### src/rtl/cpu_control_fsm.sv
// Multi-cycle CPU control sequencer: fetch, decode, execute, memory, writeback.
// Strobes are decoded from the registered state and current inputs; retired instructions are counted.
module cpu_control_fsm (
  input  logic        clk,
  input  logic        reset,
  input  logic        imem_ack,
  input  logic        dmem_ack,
  input  logic [10:0] ALUCtl_code,
  input  logic        execute_flag,
  input  logic        cpsr_enable,
  output logic        imem_req,
  output logic        ir_load,
  output logic        decode_enable,
  output logic        dmem_req,
  output logic        dmem_we,
  output logic        mem_data_load,
  output logic        rf_write,
  output logic [1:0]  rf_wsel,
  output logic        cpsr_write,
  output logic        pc_write,
  output logic        pc_src,
  output logic        retire,
  output logic        squash,
  output logic        illegal,
  output logic [2:0]  state,
  output logic [15:0] retire_count
);

  typedef enum logic [2:0] {
    FETCH     = 3'd0,
    DECODE    = 3'd1,
    EXECUTE   = 3'd2,
    MEMORY    = 3'd3,
    WRITEBACK = 3'd4
  } state_e;

  localparam logic [10:0] OP_B   = 11'd31;
  localparam logic [10:0] OP_BL  = 11'd32;
  localparam logic [10:0] OP_LDR = 11'd41;
  localparam logic [10:0] OP_STR = 11'd42;

  localparam logic [1:0] WSEL_ALU  = 2'b00;
  localparam logic [1:0] WSEL_MEM  = 2'b01;
  localparam logic [1:0] WSEL_LINK = 2'b10;

  state_e      state_q, state_d;
  logic [10:0] op_q, op_d;
  logic [15:0] retire_count_q, retire_count_d;

  logic op_dp, op_nowb, op_b, op_bl, op_ldr, op_str;

  assign op_dp   = (op_q <= 11'd13);
  assign op_nowb = (op_q == 11'd8) || (op_q == 11'd9) || (op_q == 11'd10) || (op_q == 11'd13);
  assign op_b    = (op_q == OP_B);
  assign op_bl   = (op_q == OP_BL);
  assign op_ldr  = (op_q == OP_LDR);
  assign op_str  = (op_q == OP_STR);

  assign state        = state_q;
  assign retire_count = retire_count_q;

  always_comb begin
    state_d        = state_q;
    op_d           = op_q;
    retire_count_d = retire_count_q;
    imem_req       = 1'b0;
    ir_load        = 1'b0;
    decode_enable  = 1'b0;
    dmem_req       = 1'b0;
    dmem_we        = 1'b0;
    mem_data_load  = 1'b0;
    rf_write       = 1'b0;
    rf_wsel        = WSEL_ALU;
    cpsr_write     = 1'b0;
    pc_write       = 1'b0;
    pc_src         = 1'b0;
    retire         = 1'b0;
    squash         = 1'b0;
    illegal        = 1'b0;

    case (state_q)
      // FETCH is the reset state, so its strobes are masked while reset is held
      FETCH: begin
        imem_req = ~reset;
        if (imem_ack && !reset) begin
          ir_load = 1'b1;
          state_d = DECODE;
        end
      end

      DECODE: begin
        decode_enable = 1'b1;
        op_d          = ALUCtl_code;
        state_d       = EXECUTE;
      end

      EXECUTE: begin
        decode_enable = 1'b1;
        state_d       = FETCH;
        if (!execute_flag) begin
          pc_write = 1'b1;
          squash   = 1'b1;
        end else if (op_dp) begin
          cpsr_write = cpsr_enable;
          state_d    = WRITEBACK;
        end else if (op_b || op_bl) begin
          pc_write = 1'b1;
          pc_src   = 1'b1;
          retire   = 1'b1;
          if (op_bl) begin
            rf_write = 1'b1;
            rf_wsel  = WSEL_LINK;
          end
        end else if (op_ldr || op_str) begin
          state_d = MEMORY;
        end else begin
          illegal  = 1'b1;
          pc_write = 1'b1;
        end
      end

      MEMORY: begin
        decode_enable = 1'b1;
        dmem_req      = 1'b1;
        dmem_we       = op_str;
        if (dmem_ack) begin
          if (op_str) begin
            pc_write = 1'b1;
            retire   = 1'b1;
            state_d  = FETCH;
          end else begin
            mem_data_load = 1'b1;
            state_d       = WRITEBACK;
          end
        end
      end

      WRITEBACK: begin
        decode_enable = 1'b1;
        rf_write      = ~op_nowb;
        rf_wsel       = op_ldr ? WSEL_MEM : WSEL_ALU;
        pc_write      = 1'b1;
        retire        = 1'b1;
        state_d       = FETCH;
      end

      default: state_d = FETCH;
    endcase

    if (retire) begin
      retire_count_d = retire_count_q + 16'd1;
    end
  end

  always_ff @(posedge clk or posedge reset) begin
    if (reset) begin
      state_q        <= FETCH;
      op_q           <= 11'd0;
      retire_count_q <= 16'd0;
    end else begin
      state_q        <= state_d;
      op_q           <= op_d;
      retire_count_q <= retire_count_d;
    end
  end

endmodule
### config.mk
export PLATFORM = sky130hd
export DESIGN_NAME = cpu_control_fsm
export DESIGN_NICKNAME = d
export VERILOG_FILES = /design/src/rtl/cpu_control_fsm.sv
export SDC_FILE = /design/constraint.sdc
export NUM_CORES = 1
export LEC_CHECK = 0
export ABC_AREA = 1
export CAP_MARGIN = 25
export CORE_MARGIN = 2
export CORE_UTILIZATION = 40
export CTS_BUF_LIST = sky130_fd_sc_hd__clkbuf_8 sky130_fd_sc_hd__clkbuf_16
export CTS_CLUSTER_SIZE = 14
export DETAILED_ROUTE_END_ITERATION = 6
export HOLD_SLACK_MARGIN = 0.06
export PLACE_DENSITY_LB_ADDON = 0.05
export SLEW_MARGIN = 20
export SYNTH_ARGS = -nofsm -noshare
export SYNTH_HDL_FRONTEND = slang
export SYNTH_SLANG_ARGS = --single-unit
### constraint.sdc
create_clock -name clk -period 1.7 [get_ports clk]
set_input_delay 0.17 -clock clk [delete_from_list [all_inputs] [get_ports clk]]
set_output_delay 0.17 -clock clk [all_outputs]
set_load 0.005 [all_outputs]
==> results.yml <==
floorplan:
  core_um2: 4750
  die_w_um: 74.5
  io_pins: 51
  dieArea_um2: 5550
  initial_core_util: 0.418
  die_h_um: 74.5
  rows: 25
critical_path:
  cp-end-kind: "primary output"
  reg2regPathDepth: 11
  crit_arrival_ps: 1740
  crit_path_max_fanout: 4
  r2r-start: "op_q[8]"
  r2r_end: "retire_count[5]"
  r2r_slack_ps: 40
  path_class: "reg -> out"
  crit_start: "op_q[8]"
  crit_path_start_kind: "register"
  cp.required_ps: 1530
synth:
  syn_avg_cell_area_um2: 7.74
  synth_area_leaders: "dfrtp_1, nand2_1, nor2_1"
  synth_most_common_cell: "nand2_1"
  synth_edf_count: 0
  netlist.area_leader.share: 0.378
  ys_seq_area_frac: 0.378
  synthFlopType: "dfrtp_1"
  yosysTopAreaCell: "dfrtp_1"
  synth_cell_types: 34
  synthArstFlopShare: 1.00
  synth.cell_area_um2: 1990
  synth.net_count: 275
  synth_common_cells: "nand2_1, nor2_1, dfrtp_1"
  synth_cells: 257
  ys_ff_latch: 30
  ys_warn_count: 0
placement:
  gp_congestion: 0.886
  dp_hpwl_mm: 3.66
  post-place-ws_ps: -150
  place_inst: 401
  port_buffers: 50
  placed_area_um2: 2770
global_route:
  antenna_found_initial: 0
  grt_max_degree: 31
  grt_pass1_vias: 1977
  grt_first_pass_wirelength_mm: 9.18
  grtUsageTotal: 0.217
  grt-ovfl-total: 0
power_and_ir_drop:
  intPower_mw: 2.36
  power_frac_clock: 0.181
  switching_power_mw: 1.40
  power_leakage_nw: 1.54
  ir_worst_vdd_uv: 709
  sequentialPowerShare: 0.290
  combPwrFrac: 0.529
  swShare: 0.372
  p_total_mw: 3.76
  power_density_nw_per_um2: 1140
run_status:
  failed_checks: "setup timing"
  status: "complete, but fails checks"
cts:
  numClockSinks: 30
  clockBufferDepth: 2
  postCtsHoldBufs: 0
  clockRootBuffer: "clkbuf_8"
  cts_buffers: 5
  insertion_delay_ps: 280
  cts_tree: "yes"
  cts.clk_slew.worst_paths_ps: 70
  cts_max_level: 2
cells_and_area:
  drive_above_1_share: 0.438
  n_antenna_cell: 0
  final_cell_area_um2: 3300
  fillCellCount: 395
  areaGrowthSynthToFinish_pct: 66.2
  fin_cells: 435
  fin_nets: 385
  utilization: 0.695
routing:
  first_iter_violations: 68
  drtAntennaViolNets: 0
  drc: 0
  routed_wl_mm: 5.59
  viasPerCell: 4.66
  vias: 2029
  drtPass1Iterations: 4
  wl_per_cell_um: 12.8
timing:
  fin_crit_sh: 1.12
  rsz0062_at_grt: "yes"
  whs_ps: 356
  setup_viol: 8
  clock.fmax_mhz: 524
  min_period_ps: 1910
  fin_worst_skew_ps: 9.79
  timing.setup.tns_ps: -944
  finalMaxSlewViolations: 0
  setup_ws_ps: -207
  relSlewSlack: 0.738
  hold_viol: 0
  worstMarginPinSlew_ps: 389
flow_run:
  cap_violations: 0
min_path:
  min_path_type: "in -> async"
[placed cells by master (no fill, tap or decap), drive strengths merged]
cell type | Yosys | layout
nor3 | 10 | 10
clkdlybuf4s15 | 0 | 1
nor2 | 39 | 39
buf | 4 | 67
dlygate4sd2 | 0 | 3
xnor2 | 3 | 3
or2 | 2 | 2
a21boi | 1 | 1
o31ai | 1 | 1
dfrtp | 30 | 30
inv | 33 | 33
nand3b | 1 | 1
clkdlybuf4s50 | 0 | 35
ha | 1 | 1
clkbuf | 1 | 10
xor2 | 10 | 10
nand3 | 32 | 32
mux2 | 4 | 4
a21oi | 9 | 9
nand2 | 70 | 70
a31oi | 1 | 1
nand4 | 3 | 3
nor3b | 2 | 2
[worst max-delay path, cell delays in order, from the launching register on]
cell	delay, ps
dfrtp_1	390
nor2_2	110
nand2_2	110
buf_6	140
nor2_4	140
a21oi_4	80
inv_2	100
nor2_4	50
or2_4	220
clkbuf_2	110
[per-layer routing]
| layer | vias to the layer above | part of all wire | track usage |
|---|---|---|---|
| met5 | - | 0 | 0 |
| met1 | 951 | 0.48 | 0.296 |
| met2 | 37 | 0.47 | 0.347 |
| met3 | 5 | 0.034 | 0.0461 |
| li1 | 1036 | - | - |
| met4 | 0 | 0.011 | 0.0655 |
[worst max path at each step]
stage / to
5_1_grt: pc_write
4_1_cts: rf_write
3_5_place_dp: rf_write
3_3_place_gp: rf_write
2_1_floorplan: retire_count[14]
6_report: rf_write
[repair_timing]
item                       CTS  global route
gates resized for setup     93            39
setup buffers               25             6
setup endpoints to repair   15            30
pin swaps                   28            17
[area by class of cell]
type                            count  area, µm²  share of cell area
Multi-Input combinational cell    189       1260               0.381
Timing Repair Buffer              108        965               0.292
Sequential cell                    30        751               0.227
Inverter                           33        136              0.0413
Clock buffer                        8        110              0.0333
Tap cell                           67       83.8              0.0254
[flip-flops by register name (all words and copies together) (netlist names)]
name and flops:
op_q 11, state 3, retire_count 16
[cell families after synthesis]
logic type,share of synthesized area
XOR/XNOR,0.0573
AO/OA/AOI/OAI,0.0390
flip-flops,0.378
buffers and inverters,0.0862
adder cells (fa/ha/maj),0.00629
multiplexers,0.0227
AND/OR/NAND/NOR,0.411
[power by group through the flow]
stage | clock (mW) | sequential, mW | combinational [mW]
after floorplan | 0 | 1.09 | 0.798
after global placement | 0 | 1.10 | 1.49
after detailed placement | 0 | 1.10 | 1.50
after CTS | 0.703 | 1.06 | 1.86
after global routing | 0.715 | 1.12 | 2.17
final | 0.680 | 1.09 | 1.99
No activity file was read; power rests on OpenSTA's default activity.
